===== src/rtl/display_scan_driver.sv =====
// Multiplexed seven-segment scan driver: walks NDIGITS characters through one shared decoder,
// with a blanking gap per slot and a double-buffered frame that swaps only at frame boundaries.
module display_scan_driver #(
  parameter int NDIGITS      = 8,
  parameter int SCAN_DIV     = 100000,
  parameter int BLANK_CYCLES = 16
) (
  input  logic                   clk,
  input  logic                   rst,
  input  logic                   load,
  input  logic [4*NDIGITS-1:0]   digits_in,
  input  logic [NDIGITS-1:0]     dp_in,
  output logic [3:0]             BCD,
  output logic                   dp,
  output logic [NDIGITS-1:0]     AN,
  output logic                   frame_tick,
  output logic                   load_ack
);

  localparam int CNT_W = (SCAN_DIV > 1) ? $clog2(SCAN_DIV) : 1;
  localparam int IDX_W = $clog2(NDIGITS);
  localparam logic [CNT_W-1:0] CNT_LAST  = CNT_W'(SCAN_DIV - 1);
  localparam logic [CNT_W-1:0] BLANK_END = CNT_W'(BLANK_CYCLES);
  localparam logic [IDX_W-1:0] IDX_LAST  = IDX_W'(NDIGITS - 1);
  localparam logic [4*NDIGITS-1:0] DASHES = {NDIGITS{4'ha}};

  logic [CNT_W-1:0]     cnt_q, cnt_d;
  logic [IDX_W-1:0]     idx_q, idx_d;
  logic [4*NDIGITS-1:0] disp_code_q, disp_code_d;
  logic [NDIGITS-1:0]   disp_dp_q, disp_dp_d;
  logic [4*NDIGITS-1:0] pend_code_q, pend_code_d;
  logic [NDIGITS-1:0]   pend_dp_q, pend_dp_d;
  logic                 pend_valid_q, pend_valid_d;
  logic [3:0]           bcd_q, bcd_d;
  logic                 dp_q, dp_d;
  logic [NDIGITS-1:0]   an_q, an_d;
  logic                 frame_tick_q, frame_tick_d;
  logic                 load_ack_q, load_ack_d;

  logic slot_end, boundary, commit, show, slot_start;

  always_comb begin
    slot_end   = (cnt_q == CNT_LAST);
    boundary   = slot_end && (idx_q == IDX_LAST);
    commit     = boundary && pend_valid_q;
    show       = (cnt_q >= BLANK_END);
    slot_start = (cnt_q == '0);
  end

  // Slot and digit counters
  always_comb begin
    cnt_d = slot_end ? '0 : cnt_q + 1'b1;
    idx_d = idx_q;
    if (slot_end) begin
      idx_d = (idx_q == IDX_LAST) ? '0 : idx_q + 1'b1;
    end
  end

  // A load in the boundary cycle lands in the pending buffer after the commit has used the old contents
  always_comb begin
    pend_code_d  = load ? digits_in : pend_code_q;
    pend_dp_d    = load ? dp_in     : pend_dp_q;
    pend_valid_d = load ? 1'b1 : (commit ? 1'b0 : pend_valid_q);
    disp_code_d  = commit ? pend_code_q : disp_code_q;
    disp_dp_d    = commit ? pend_dp_q   : disp_dp_q;
  end

  // Code and dp latch only on the first blanking cycle, so they are settled before any anode turns on
  always_comb begin
    bcd_d        = bcd_q;
    dp_d         = dp_q;
    if (slot_start) begin
      bcd_d = disp_code_q[4*int'(idx_q) +: 4];
      dp_d  = disp_dp_q[idx_q];
    end
    frame_tick_d = boundary;
    load_ack_d   = commit;
  end

  genvar gi;
  generate
    for (gi = 0; gi < NDIGITS; gi++) begin : g_anode
      assign an_d[gi] = !(show && (idx_q == IDX_W'(gi)));
    end
  endgenerate

  always_ff @(posedge clk) begin
    if (rst) begin
      cnt_q        <= '0;
      idx_q        <= '0;
      disp_code_q  <= DASHES;
      disp_dp_q    <= '1;
      pend_code_q  <= DASHES;
      pend_dp_q    <= '1;
      pend_valid_q <= 1'b0;
      bcd_q        <= 4'ha;
      dp_q         <= 1'b1;
      an_q         <= '1;
      frame_tick_q <= 1'b0;
      load_ack_q   <= 1'b0;
    end else begin
      cnt_q        <= cnt_d;
      idx_q        <= idx_d;
      disp_code_q  <= disp_code_d;
      disp_dp_q    <= disp_dp_d;
      pend_code_q  <= pend_code_d;
      pend_dp_q    <= pend_dp_d;
      pend_valid_q <= pend_valid_d;
      bcd_q        <= bcd_d;
      dp_q         <= dp_d;
      an_q         <= an_d;
      frame_tick_q <= frame_tick_d;
      load_ack_q   <= load_ack_d;
    end
  end

  assign BCD        = bcd_q;
  assign dp         = dp_q;
  assign AN         = an_q;
  assign frame_tick = frame_tick_q;
  assign load_ack   = load_ack_q;

endmodule


===== config.mk =====
export PLATFORM = sky130hd
export DESIGN_NAME = display_scan_driver
export DESIGN_NICKNAME = d
export VERILOG_FILES = /design/src/rtl/display_scan_driver.sv
export SDC_FILE = /design/constraint.sdc
export NUM_CORES = 1
export LEC_CHECK = 0
export ABC_AREA = 1
export ABC_CLOCK_PERIOD_IN_PS = 1800
export BUFFER_PORTS_ARGS = -buffer_cell sky130_fd_sc_hd__buf_2
export CAP_MARGIN = 15
export CORE_UTILIZATION = 44
export DETAILED_ROUTE_END_ITERATION = 16
export PLACE_DENSITY = 0.64
export SYNTH_ARGS = -nofsm -noshare
export SYNTH_HDL_FRONTEND = slang
export SYNTH_SLANG_ARGS = --single-unit

===== constraint.sdc =====
create_clock -name clk -period 1.8 [get_ports clk]
set_clock_uncertainty 0.15 [all_clocks]
set_input_delay 0.18 -clock clk [delete_from_list [all_inputs] [get_ports clk]]
set_output_delay 0.18 -clock clk [all_outputs]
set_load 0.01 [all_outputs]

==> run summary <==
Critical Path, Cell by Cell -> ha_2 > nand3_4 > nor2_4 > nand3_1 > buf_4 > nor3_1
Logic pwr share -> 6.4%
worst-skew pair later-pin latency -> 520 ps
critical path class -> reg2reg
met2 Track Usage GR -> 39.05%
Reg power frac -> 42.9%
initial core utilization -> 45.93%
clk slew on worst S/H paths -> 60 ps
P per Cell Area -> 972.5 nW/um^2
Die Y -> 106.3 um
Clock Root Buffer -> clkbuf_8
GPL Wtd Cong -> 0.8330
final core utilization -> 62.16%
fin crit share -> 96.80%
Yosys top cell by area -> dfxtp_1
Max Clock Freq -> 573.9 MHz
fin cells -> 928
clock power share -> 50.6%
worst-margin pin slew -> 479.6 ps
Post-synth top cells -> nand2_1, dfxtp_1, nor2_1, nand3_1, inv_1
Bufs and invs on worst path -> 1
chip width -> 106.3 um
Synth cell types -> 29
flop and latch count out of synthesis -> 116
Max clock buf depth -> 2
Worst Path Required -> 2040 ps
Congestion Overflow GR -> 0
status -> complete, but fails checks
H-tree levels -> 4
nets -> 830
routed wire length -> 12020 um
Critical Path Source Type -> register
endpoint kind of the worst setup timing path -> register
post-route minimum period -> 1742 ps
Post-synth EDFFs -> 0
Worst VDD drop -> 0.8295 mV
Routed Antenna Nets -> 0
WL/cell -> 12.95 um
share of post-route cells with drive strength above 1 -> 15.66%
Post-Syn Nets -> 713
top-area cell type share of the netlist area -> 48.54%
Post-DP HPWL -> 7346 um
Vias -> 4679
IO Count -> 58
IO Port Bufs -> 57
CP delay by family, top -> simple AND/OR/NAND/NOR gates
std cell rows -> 37
fraction of registers with async set/reset -> 0%
drt first pass iters -> 5
# Max-Cap Violations -> 0
first-pass GRT wire length -> 20780 um
vias in the first global route -> 4517
max-slew violation count -> 0
Top FF cell, synth -> dfxtp_1
most frequent cell after synthesis -> nand2_1
Setup-failing EPs final -> 0
Yosys warnings -> 0
Avg Vias per Cell -> 5.042
GRT Overall Usage -> 23.15%
max incr delay on CP -> 360 ps
synth top area cells -> dfxtp_1, nand2_1, nor2_1, nand3_1, o21ai_0
routing usage on met1 -> 28.57%
RSZ-0062 raised after global routing -> yes
Worst slew margin -> 67.99%
busiest grt layer -> met2
failing checks -> hold timing
Final Hold Viols -> 1
Post-Syn Area -> 4785 sq um
largest net degree at the start of global routing -> 83
CORE AREA -> 10420 sq um
placed cells -> 835
Pint -> 4.860 mW
met3 Use GR -> 6.376%
switching power total -> 1.437 mW
CTS tree -> yes
WHS -> -0.3325 ps
Seq/Total Area, Yosys -> 48.54%
initial antenna violation count -> 0
antenna cells -> 0
drt first-iter violations -> 254
Critical Path Slowest Stage Cell -> dfxtp_1
static leakage -> 2.935 nW
Setup Buffers After CTS -> 0
DRC -> 0
crit path DAT -> 1980 ps
area delta synth->final -> 35.33%
switching portion of total power -> 22.82%
Syn Area/Cell -> 7.227 sq um
Die ar. -> 11300 sq um
post-route setup TNS -> 0 ps
Worst Hold Class -> in2reg
Cells after Synth -> 662
CTS buffer count -> 17
Sink Count -> 116
crit-path max FO -> 5
worst register-to-register path, stage by stage (launching register included):
cell	delay, ps
dfxtp_1	360
ha_2	220
nand3_4	120
nor2_4	140
nand3_1	150
buf_4	190
nor3_1	280
state kept, by name, summed over array words and instances, names as in the netlist, 3 cells and up:
name and cells:
cnt_q 17, BCD 4, pend_dp_q 8, disp_code_q 32, pend_code_q 32, AN 8, idx_q 3, disp_dp_q 8
metrics by stage:
stage	total power, mW	area [sq um]	hold WS (ps)	worst slack [ps]
floorplan	2.920	4785	99.07	126.6
global placement	3.033	5231	239.3	105.8
detailed placement	3.044	5231	244.5	25.45
CTS	6.326	6411	9.278	6.797
global route	6.536	6475	9.992	-21.28
finish	6.297	6475	-0.3325	57.62
final cells by class:
class                           instances  area [sq um]
Clock buffer                           20         435.4
Fill cell                             938          3941
Inverter                               49         183.9
Tap cell                              136         170.2
Multi-Input combinational cell        463          2186
Timing Repair Buffer                  132          1042
Sequential cell                       116          2326
Clock inverter                         12         131.4
routing by layer:
metal / wire [um] / share of wire [%]
met1: 5397 / 45
met2: 5983 / 50
met3: 535 / 4.5
met4: 105 / 0.87
met5: 0 / 0
layout by cell type (no fill, tap or decap), drive strengths merged, types with 6 or more instances in the layout:
master       instances
clkinv               6
ha                   8
dlygate4sd3         61
a21oi               19
o22ai                7
nor2                97
dfxtp              116
clkbuf              20
buf                 71
nand3               66
nand4               13
nor3                25
nand2              177
o21ai               41
inv                 49
kinds of logic after synthesis:
kind of cell               share of synthesized area, %
buffers and inverters                             7.008
xor gates and xnor gates                         0.9152
DFF                                               48.54
AOI/OAI and AO/OA                                 7.453
and+or+nand+nor                                   34.00
adders and majority gates                         2.092
final timing paths:
path / cells after the start / startpoint / to / slack, ps
worst max-delay path: 6 / cnt_q[1]$_SDFF_PP0_ / frame_tick$_SDFF_PP0_ / 60
worst min-delay path: 4 / rst / cnt_q[0]$_SDFF_PP0_ / -0.3
worst max register to register: 6 / cnt_q[1]$_SDFF_PP0_ / frame_tick$_SDFF_PP0_ / 60
worst min register to register: 2 / pend_code_q[21]$_SDFFE_PP1P_ / pend_code_q[21]$_SDFFE_PP1P_ / 310
power groups by stage:
stage               logic [mW]  registers, mW  clock network (mW)
detailed placement       0.286           2.76                   0
CTS                      0.396           2.70                3.23
global route             0.456           2.71                3.37
global placement         0.277           2.76                   0
floorplan                0.175           2.75                   0
finish                   0.406           2.70                3.19
what timing repair did:
action                                 CTS  global route
gates cloned                             0             0
hold buffers                            61             0
setup endpoints to repair                1            67
endpoints found under the hold margin   52             0
resized for setup                        1            18
Power figures use the tool's default switching activity.
